--- config.mk ---
export PLATFORM = sky130hd
export DESIGN_NAME = divide
export DESIGN_NICKNAME = d
export VERILOG_FILES = /design/src/rtl/divide.sv
export SDC_FILE = /design/constraint.sdc
export NUM_CORES = 1
export LEC_CHECK = 0
export ABC_AREA = 1
export ABC_CLOCK_PERIOD_IN_PS = 5400
export CAP_MARGIN = 15
export CORE_MARGIN = 1.5
export CORE_UTILIZATION = 40
export DETAILED_ROUTE_END_ITERATION = 10
export GPL_TIMING_DRIVEN = 0
export RECOVER_POWER = 50
export SYNTH_ARGS = -nofsm -noshare
export SYNTH_HDL_FRONTEND = slang
export SYNTH_SLANG_ARGS = --single-unit
--- constraint.sdc ---
create_clock -name clk -period 5.4 [get_ports clk]
set_input_delay 0.54 -clock clk [delete_from_list [all_inputs] [get_ports clk]]
set_output_delay 0.54 -clock clk [all_outputs]
set_load 0.02 [all_outputs]
--- src/rtl/divide.sv ---
// Iterative restoring divider: 2N-bit dividend by N-bit divisor, one quotient bit per clock.
// Define DIVIDE_SIGNED_EN for two's-complement operands (adds a sign-fixup FIX state).
module divide #(
   parameter int unsigned N = 32
) (
   input  logic           clk,
   input  logic           rst_n,
   input  logic           in_valid,
   output logic           in_ready,
   input  logic [2*N-1:0] a,
   input  logic [N-1:0]   b,
   output logic           out_valid,
   input  logic           out_ready,
   output logic [N-1:0]   q,
   output logic [N-1:0]   r,
   output logic           div_by_zero,
   output logic           overflow
);

   localparam int unsigned CW = $clog2(N);

   typedef enum logic [2:0] {IDLE, CHECK, RUN, FIX, DONE} state_t;

   state_t         state;
   logic [2*N-1:0] a_reg;
   logic [N-1:0]   b_reg;
   logic [N-1:0]   p;
   logic [N-1:0]   s;
   logic [N-1:0]   q_res;
   logic [N-1:0]   r_res;
   logic [CW-1:0]  cnt;
   logic           dz;
   logic           ov;

   logic [2*N-1:0] a_mag;
   logic [N-1:0]   b_mag;
   logic [N:0]     shifted;
   logic [N:0]     t;
   logic           q_bit;
   logic [N-1:0]   p_next;
   logic [N-1:0]   s_next;

`ifdef DIVIDE_SIGNED_EN
   localparam logic [N-1:0] MIN_MAG = {1'b1, {(N-1){1'b0}}};
   logic neg_q;
   logic neg_r;

   assign a_mag = a_reg[2*N-1] ? -a_reg : a_reg;
   assign b_mag = b_reg[N-1] ? -b_reg : b_reg;
   assign neg_q = a_reg[2*N-1] ^ b_reg[N-1];
   assign neg_r = a_reg[2*N-1];
`else
   assign a_mag = a_reg;
   assign b_mag = b_reg;
`endif

   // One restoring step: the partial remainder stays below the divisor, so P fits in N bits.
   always_comb begin
      shifted = {p, s[N-1]};
      t       = shifted - {1'b0, b_mag};
      q_bit   = ~t[N];
      p_next  = q_bit ? t[N-1:0] : shifted[N-1:0];
      s_next  = {s[N-2:0], q_bit};
   end

   always_ff @(posedge clk) begin
      if (!rst_n) begin
         state       <= IDLE;
         in_ready    <= 1'b1;
         out_valid   <= 1'b0;
         q           <= '0;
         r           <= '0;
         div_by_zero <= 1'b0;
         overflow    <= 1'b0;
         a_reg       <= '0;
         b_reg       <= '0;
         p           <= '0;
         s           <= '0;
         q_res       <= '0;
         r_res       <= '0;
         cnt         <= '0;
         dz          <= 1'b0;
         ov          <= 1'b0;
      end else begin
         case (state)
            IDLE: begin
               if (in_valid && in_ready) begin
                  a_reg    <= a;
                  b_reg    <= b;
                  in_ready <= 1'b0;
                  state    <= CHECK;
               end
            end
            CHECK: begin
               dz <= 1'b0;
               ov <= 1'b0;
               if (b_reg == '0) begin
                  q_res <= '1;
                  r_res <= a_reg[N-1:0];
                  dz    <= 1'b1;
                  state <= DONE;
               end else if (a_mag[2*N-1:N] >= b_mag) begin
                  q_res <= '1;
                  r_res <= '0;
                  ov    <= 1'b1;
                  state <= DONE;
               end else begin
                  p     <= a_mag[2*N-1:N];
                  s     <= a_mag[N-1:0];
                  cnt   <= CW'(N - 1);
                  state <= RUN;
               end
            end
            RUN: begin
               p     <= p_next;
               s     <= s_next;
               q_res <= s_next;
               r_res <= p_next;
               if (cnt == '0) begin
`ifdef DIVIDE_SIGNED_EN
                  state <= FIX;
`else
                  state <= DONE;
`endif
               end else begin
                  cnt <= cnt - CW'(1);
               end
            end
`ifdef DIVIDE_SIGNED_EN
            // Apply signs; a magnitude that cannot be represented becomes an overflow.
            FIX: begin
               if (neg_q ? (q_res > MIN_MAG) : (q_res >= MIN_MAG)) begin
                  q_res <= '1;
                  r_res <= '0;
                  ov    <= 1'b1;
               end else begin
                  q_res <= neg_q ? -q_res : q_res;
                  r_res <= neg_r ? -r_res : r_res;
               end
               state <= DONE;
            end
`endif
            DONE: begin
               if (!out_valid) begin
                  out_valid   <= 1'b1;
                  q           <= q_res;
                  r           <= r_res;
                  div_by_zero <= dz;
                  overflow    <= ov;
               end else if (out_ready) begin
                  out_valid   <= 1'b0;
                  div_by_zero <= 1'b0;
                  overflow    <= 1'b0;
                  in_ready    <= 1'b1;
                  state       <= IDLE;
               end
            end
            default: begin
               state    <= IDLE;
               in_ready <= 1'b1;
            end
         endcase
      end
   end

endmodule

==> results.ini, run 1 <==
[worst_setup_path]
worstPathMaxFanout=10
worst-setup-path-type=reg -> reg
timing.critical_path.required_ns=5.89
timing.critical_path.buf_inv=2
crit_arrival_ns=3.84
end_kind=flip-flop
critical_register_to_register_path_endpoint=r_res[4]$_SDFFE_PN0P_
critical-path-top-cell-by-count=nand2_1
nature_of_the_critical_path_startpoint=flip-flop
ff2ff_path_depth=17
setup.reg_to_reg.worst_slack_ns=2.05
cells_along_the_critical_path=ha_1 -> inv_1 -> fa_1 -> nand3_1 -> nand3_1 -> nand2_1 -> nand2_1 -> nand2_1 -> nand2_2 -> nand2_1 -> nand3_1 -> nand2_4 -> clkbuf_1 -> nand3_1 -> nand2_1 -> nor2_1 -> nor2_1
timing.critical_path.slowest_cell_delay_ns=0.60
critical-path-top-delay-family=simple AND/OR/NAND/NOR gates
crit_path_top_delay_cell=clkbuf_1
timing.rr.start=b_mag[0]$_SDFFE_PN0P_

[synth]
synth_warnings=0
mappedNetlistArea_mm2=0.0162
synth_edf_count=0
synthTopCellsByCount=606 x nand2_1, 365 x nor2_1, 302 x dfxtp_1
synth_area_leaders=dfxtp_1 37%, nand2_1 14%, nor2_1 8.5%, inv_1 6.8%, o21ai_0 6.2%
synth.largest_area_cell=dfxtp_1
ys.flop_type=dfxtp_1
synthCells=2454
yosysMostFrequentCell=nand2_1
synth-seq-cells=302
synth_async_sr_flop_share_pct=0
syn_avg_cell_area_um2=6.60
synth_seq_area_share_pct=37.4
post-synth-top-area-fraction_pct=37.4
synth_cell_type_count=36
syn_nets=2621

[routing]
postRouteWirelength_um=56900
drt_first_iter_violations=1061
post-route-drc-count=0
vias=16205
detail_route.first_pass.iterations=7
vias_per_cell=5.05
wl_per_cell_um=17.7
postRouteAntennaNets=0

[die]
coreArea_mm2=0.0398
die-height_um=204
die_area_mm2=0.0417
start_util_pct=40.6
num_rows=73
top_level_ports=168
die_span_x_um=204

[place]
hpwlAfterDp_um=44700
routabilityCongestion=0.936
numPortBuffers=166

[global_routing]
maximum_number_of_pins_on_one_net_before_global_route_repair=13
grt_antenna_before_repair=0
grtUsageMet2_pct=46.3
gr-total-overflow=0
number_of_global_route_vias_before_repair=15551
busiest_layer=met2
track_usage_pct=27.3
grt_first_pass_wirelength_um=87000
met3_capacity_usage_during_global_routing_pct=3.14
met1_usage_pct=35.0

[clock_network]
cts.reportedPaths.clkPinSlew_ns=0.06
clock_tree_sinks=302
numCtsBuffers=34
post-cts-setup-buffer-count=0
cts_tree=yes
cts-htree-levels=2
resized_after_cts=0
cts_root_buf=clkbuf_16
worstSkewPairLatency_ns=0.56
hold_buffers=0
clock_path_buffers=3

[timing]
timing_max_transition_violations_final=0
setup-violations-final=0
timing.final.hold_violations=0
max_slew.worst_pin.slew_ns=1.22
finalCriticalPeriod_ns=3.35
final.setup.tns_ns=0
max_freq_mhz=298
timing.slew.headroom_pct=18.5
grt_setup_unrepaired=false
timing.clock.skew_ns=0.0248
post-route-period-util_pct=62.0

[layout]
filler_cell_count=4210
finish.net_count=2823
multi_input_comb_area_mm2=0.00842
seqCellArea_mm2=0.00605
area_delta_synth_final_pct=20.9
layout_cells_sized_above_1_pct=5.00

[hold_path]
min_path_type=reg -> reg
hold_end=q_res[11]$_SDFFE_PN0P_
hold_path_startpoint=q_res[11]$_SDFFE_PN0P_
hold_path_depth=2

[run_status]
outcome=finished clean

[job]
max_cap_viol_count=0

per-stage QoR:
step | instance area, um^2 | hold WS, ns | worst slack, ns | cells | util [%]
2_1_floorplan | 16200 | 0.432 | 3.16 | 2454 | -
3_3_place_gp | 18500 | 0.448 | 2.16 | 3145 | 46.5
3_5_place_dp | 18500 | 0.456 | 2.09 | 3145 | 46.5
4_1_cts | 19600 | 0.471 | 2.34 | 3206 | 49.2
5_1_grt | 19600 | 0.488 | 1.82 | 3206 | 49.1
6_report | 19600 | 0.469 | 2.05 | 3208 | 49.1
routing by layer:
metal | share of wire (%) | vias up
li1 | - | 8152
met2 | 47 | 443
met1 | 44 | 7507
met4 | 3.8 | 0
met3 | 5.2 | 103
met5 | 0 | -
state kept, by name (all words and copies together), names as in the netlist, 3 cells and up:
name / cells
b_mag: 32
p: 32
cnt: 5
s: 32
q: 32
q_res: 32
a_mag: 64
r: 32
state: 3
r_res: 32
worst reg2reg max path, cell delays in order, from the launching register on:
cell and delay [ns]:
dfxtp_1 0.42, ha_1 0.18, inv_1 0.08, fa_1 0.43, nand3_1 0.11, nand3_1 0.15
nand2_1 0.10, nand2_1 0.12, nand2_1 0.11, nand2_2 0.09, nand2_1 0.13, nand3_1 0.13
nand2_4 0.15, clkbuf_1 0.60, nand3_1 0.14, nand2_1 0.18, nor2_1 0.10, nor2_1 0.09
kinds of logic after synthesis:
kind of cell               share of synthesized area (%)
buffers and inverters                               10.6
xor gates and xnor gates                           0.866
and+or+nand+nor                                     32.2
adders and majority gates                           5.23
DFF                                                 37.4
AOI/OAI and AO/OA                                   13.8
cell usage in the layout, fill, tap and decap left out, types with 2 or more instances in the layout:
master	instances
nand2_1	608
nor2_1	365
dfxtp_1	302
inv_1	295
o21ai_0	202
nand3_1	145
a21oi_1	138
clkbuf_1	98
clkdlybuf4s50_1	98
dlygate4sd3_1	68
ha_1	66
o21bai_1	64
clkbuf_16	35
nand3b_1	34
buf_2	32
nand3_2	19
nor2_2	16
xor2_1	16
nand4_1	15
nor3_1	12
clkbuf_8	8
and2_1	7
nand2_2	5
buf_1	5
buf_6	4
clkinv_2	4
diode_2	2
o21a_1	2
nor3_2	2
nand2_4	2
buf_4	2
clkinv_8	2
cell type report:
class,instances,share of cell area (%)
Inverter,297,5.70
Antenna cell,2,0.0256
Buffer,130,2.95
Multi-Input combinational cell,1725,43.0
Clock buffer,55,5.27
Clock inverter,6,0.269
Timing Repair Buffer,166,8.49
Tap cell,525,3.36
Sequential cell,302,30.9
how the worst max path moves through the flow:
| stage | cells past startpoint | slack, ns | startpoint | to |
|---|---|---|---|---|
| 6_report | 17 | 2.05 | b_mag[0]$_SDFFE_PN0P_ | r_res[4]$_SDFFE_PN0P_ |
| 5_1_grt | 11 | 1.82 | state[2]$_SDFFE_PN0P_ | a_mag[41]$_SDFFE_PN0P_ |
| 4_1_cts | 15 | 2.34 | b_mag[31]$_SDFFE_PN0P_ | r_res[30]$_SDFFE_PN0P_ |
| 3_5_place_dp | 10 | 2.09 | in_valid | a_mag[61]$_SDFFE_PN0P_ |
| 3_3_place_gp | 10 | 2.16 | in_valid | a_mag[63]$_SDFFE_PN0P_ |
| 2_1_floorplan | 19 | 3.16 | s[31]$_SDFFE_PN0P_ | q_res[0]$_SDFFE_PN0P_ |
Power of run 1 is left out: the tool's default activity adds up to more than one toggle a clock period on the data nets, which glitch-free logic cannot reach.
==> inputs of run 2 (changes only) <==
--- a/config.mk
+++ b/config.mk
@@ -6,7 +6,7 @@
 export NUM_CORES = 1
 export LEC_CHECK = 0
 export ABC_AREA = 1
-export ABC_CLOCK_PERIOD_IN_PS = 5400
+export ABC_CLOCK_PERIOD_IN_PS = 3500
 export CAP_MARGIN = 15
 export CORE_MARGIN = 1.5
 export CORE_UTILIZATION = 40
==> constraint.sdc (replaced) <==
create_clock -name clk -period 3.5 [get_ports clk]
set_input_delay 0.35 -clock clk [delete_from_list [all_inputs] [get_ports clk]]
set_output_delay 0.35 -clock clk [all_outputs]
set_load 0.02 [all_outputs]
==> run 2 against run 1 <==
Net effect:
- utilization is essentially flat
- worst setup slack lost 1.8 ns
- die area is the same
- global-route usage is the same
- wire length is essentially flat
- first-iteration DRC count grew 0.75%
- flip-flop and latch count is the same
- non-clock buffer count is the same
- final cell count is essentially flat
- register-to-register slack lost 1.8 ns
- count of clock-buffer cells in the layout is the same
- cell area is essentially flat
- largest cell class unchanged
==> results.ini, run 2 (synthesis gave the netlist of run 1 again) <==
[run_status]
outcome=finished clean  ; unchanged

[clock_network]
clock_path_buffers=3  ; unchanged
clock_tree_sinks=302  ; unchanged
worstSkewPairLatency_ns=0.56  ; about the same
resized_after_cts=0  ; unchanged
post-cts-setup-buffer-count=0  ; unchanged
cts-htree-levels=2  ; unchanged
numCtsBuffers=34  ; unchanged
cts.reportedPaths.clkPinSlew_ns=0.06  ; about the same
hold_buffers=0  ; unchanged
cts_tree=yes  ; unchanged
cts_root_buf=clkbuf_16  ; unchanged

[global_routing]
track_usage_pct=27.3  ; unchanged
maximum_number_of_pins_on_one_net_before_global_route_repair=13  ; unchanged
grt_first_pass_wirelength_um=87000  ; unchanged
grt_antenna_before_repair=0  ; unchanged
number_of_global_route_vias_before_repair=15551  ; unchanged
gr-total-overflow=0  ; unchanged

[routing]
wl_met3_um=3120  ; was 2960 um
met2RoutedLength_um=26600  ; was 26800 um
postRouteAntennaNets=0  ; unchanged
drt_first_iter_violations=1069  ; was 1061
post-route-drc-count=0  ; unchanged
topRoutingLayerUsed=met4  ; unchanged
postRouteWirelength_um=56900  ; about the same
vias_per_cell=5.05  ; about the same
wl_per_cell_um=17.7  ; about the same
detail_route.first_pass.iterations=8  ; was 7
wirelength_met1_um=24900  ; was 25000 um
vias=16190  ; about the same

[timing]
max_freq_mhz=310  ; was 298 MHz
timing.final.hold_violations=0  ; unchanged
final.setup.tns_ns=0  ; unchanged
max_slew.worst_pin.slew_ns=1.24  ; was 1.22 ns
setup-violations-final=0  ; unchanged
timing.slew.headroom_pct=17.7  ; was 18.5%
timing_max_transition_violations_final=0  ; unchanged
finalCriticalPeriod_ns=3.22  ; was 3.35 ns
timing.clock.skew_ns=0.0251  ; was 0.0248 ns
grt_setup_unrepaired=false  ; unchanged
post-route-period-util_pct=92.1  ; was 62.0%

[worst_setup_path]
timing.critical_path.slowest_cell_delay_ns=0.43  ; was 0.60 ns
timing.rr.start=b_mag[0]$_SDFFE_PN0P_  ; unchanged
end_kind=flip-flop  ; unchanged
nature_of_the_critical_path_startpoint=flip-flop  ; unchanged
worstPathMaxFanout=10  ; unchanged
setup.reg_to_reg.worst_slack_ns=0.28  ; was 2.05 ns
critical_register_to_register_path_endpoint=r_res[16]$_SDFFE_PN0P_  ; was r_res[4]$_SDFFE_PN0P_
critical-path-top-cell-by-count=nand2_1  ; unchanged
cells_along_the_critical_path=ha_1 -> inv_1 -> fa_1 -> nand3_1 -> nand3_1 -> nand2_1 -> nand2_1 -> nand2_1 -> nand2_2 -> nand2_1 -> nand2_2 -> nand2_1 -> nand2_1 -> buf_8 -> nand3_2 -> nand2_1 -> nor2_1 -> nor2_1  ; was ha_1 -> inv_1 -> fa_1 -> nand3_1 -> nand3_1 -> nand2_1 -> nand2_1 -> nand2_1 -> nand2_2 -> nand2_1 -> nand3_1 -> nand2_4 -> clkbuf_1 -> nand3_1 -> nand2_1 -> nor2_1 -> nor2_1
ff2ff_path_depth=18  ; was 17
worstSetupStartpoint=b_mag[0]$_SDFFE_PN0P_  ; unchanged
critical-path-top-delay-family=simple AND/OR/NAND/NOR gates  ; unchanged
worst-setup-path-type=reg -> reg  ; unchanged
timing.critical_path.buf_inv=2  ; unchanged
crit_path_top_delay_cell=fa_1  ; was clkbuf_1
crit_arrival_ns=3.66  ; was 3.84 ns
timing.critical_path.required_ns=3.93  ; was 5.89 ns

[die]
coreArea_mm2=0.0398  ; unchanged
top_level_ports=168  ; unchanged
start_util_pct=40.6  ; unchanged
die_area_mm2=0.0417  ; unchanged
die-height_um=204  ; unchanged
die_span_x_um=204  ; unchanged
num_rows=73  ; unchanged

[job]
max_cap_viol_count=0  ; unchanged

[layout]
finish.net_count=2823  ; unchanged
seqCellArea_mm2=0.00605  ; unchanged
mostFrequentLayoutCell=nand2_1  ; unchanged
max_ffs_per_register=64  ; unchanged
multi_input_comb_area_mm2=0.00841  ; was 0.00842 mm^2
area_delta_synth_final_pct=20.9  ; about the same
filler_cell_count=4207  ; was 4210
final_cell_mix=609 x nand2_1, 365 x nor2_1, 302 x dfxtp_1  ; was 608 x nand2_1, 365 x nor2_1, 302 x dfxtp_1
layout_cells_sized_above_1_pct=5.11  ; was 5.00%

[place]
hpwlAfterDp_um=44700  ; unchanged
routabilityCongestion=0.936  ; unchanged
numPortBuffers=166  ; unchanged

[hold_path]
hold_path_startpoint=a[59]  ; was q_res[11]$_SDFFE_PN0P_
hold_end=a_mag[59]$_SDFFE_PN0P_  ; was q_res[11]$_SDFFE_PN0P_
hold_path_depth=3  ; was 2
min_path_type=in -> reg  ; was reg -> reg

[run 2: how the worst max path moves through the flow]
stage / depth (start not counted) / endpoint
final: 18 / r_res[16]$_SDFFE_PN0P_
after global routing: 18 / r_res[14]$_SDFFE_PN0P_
after CTS: 15 / r_res[30]$_SDFFE_PN0P_
after detailed placement: 10 / a_mag[61]$_SDFFE_PN0P_
after global placement: 10 / a_mag[63]$_SDFFE_PN0P_
after floorplan: 19 / q_res[0]$_SDFFE_PN0P_
[run 2: final cells by class]
class / count / area share (%)
Sequential cell: 302 / 30.9
Multi-Input combinational cell: 1725 / 43.0
Timing Repair Buffer: 166 / 8.49
Inverter: 297 / 5.70
Tap cell: 525 / 3.36
Clock buffer: 55 / 5.27
Antenna cell: 1 / 0.0128
Buffer: 130 / 3.04
Clock inverter: 6 / 0.269
[run 2: worst register-to-register path: stages (launching register included)]
cell and delay (ns):
dfxtp_1 0.41, ha_1 0.18, inv_1 0.08, fa_1 0.43
nand3_1 0.11, nand3_1 0.15, nand2_1 0.10, nand2_1 0.12
nand2_1 0.11, nand2_2 0.09, nand2_1 0.13, nand2_2 0.07
nand2_1 0.08, nand2_1 0.21, buf_8 0.25, nand3_2 0.07
nand2_1 0.18, nor2_1 0.28, nor2_1 0.06
[run 2: layer usage]
layer / track usage (%) / vias up
met5: 0 / -
met1: 35.0 / 7491
met2: 46.3 / 453
met3: 3.14 / 99
met4: 11.7 / 0
li1: - / 8147
[run 2: stage by stage]
step	utilization, %	hold WS, ns	setup WS, ns	instances	cell area [um^2]
after floorplan	-	0.432	1.26	2454	16200
after CTS	49.2	0.365	0.435	3206	19600
after global placement	46.5	0.448	0.452	3145	18500
after detailed placement	46.5	0.456	0.377	3145	18500
final	49.1	0.378	0.278	3207	19600
after global routing	49.1	0.395	0.119	3206	19600
Power of run 2 is left out for the same reason.
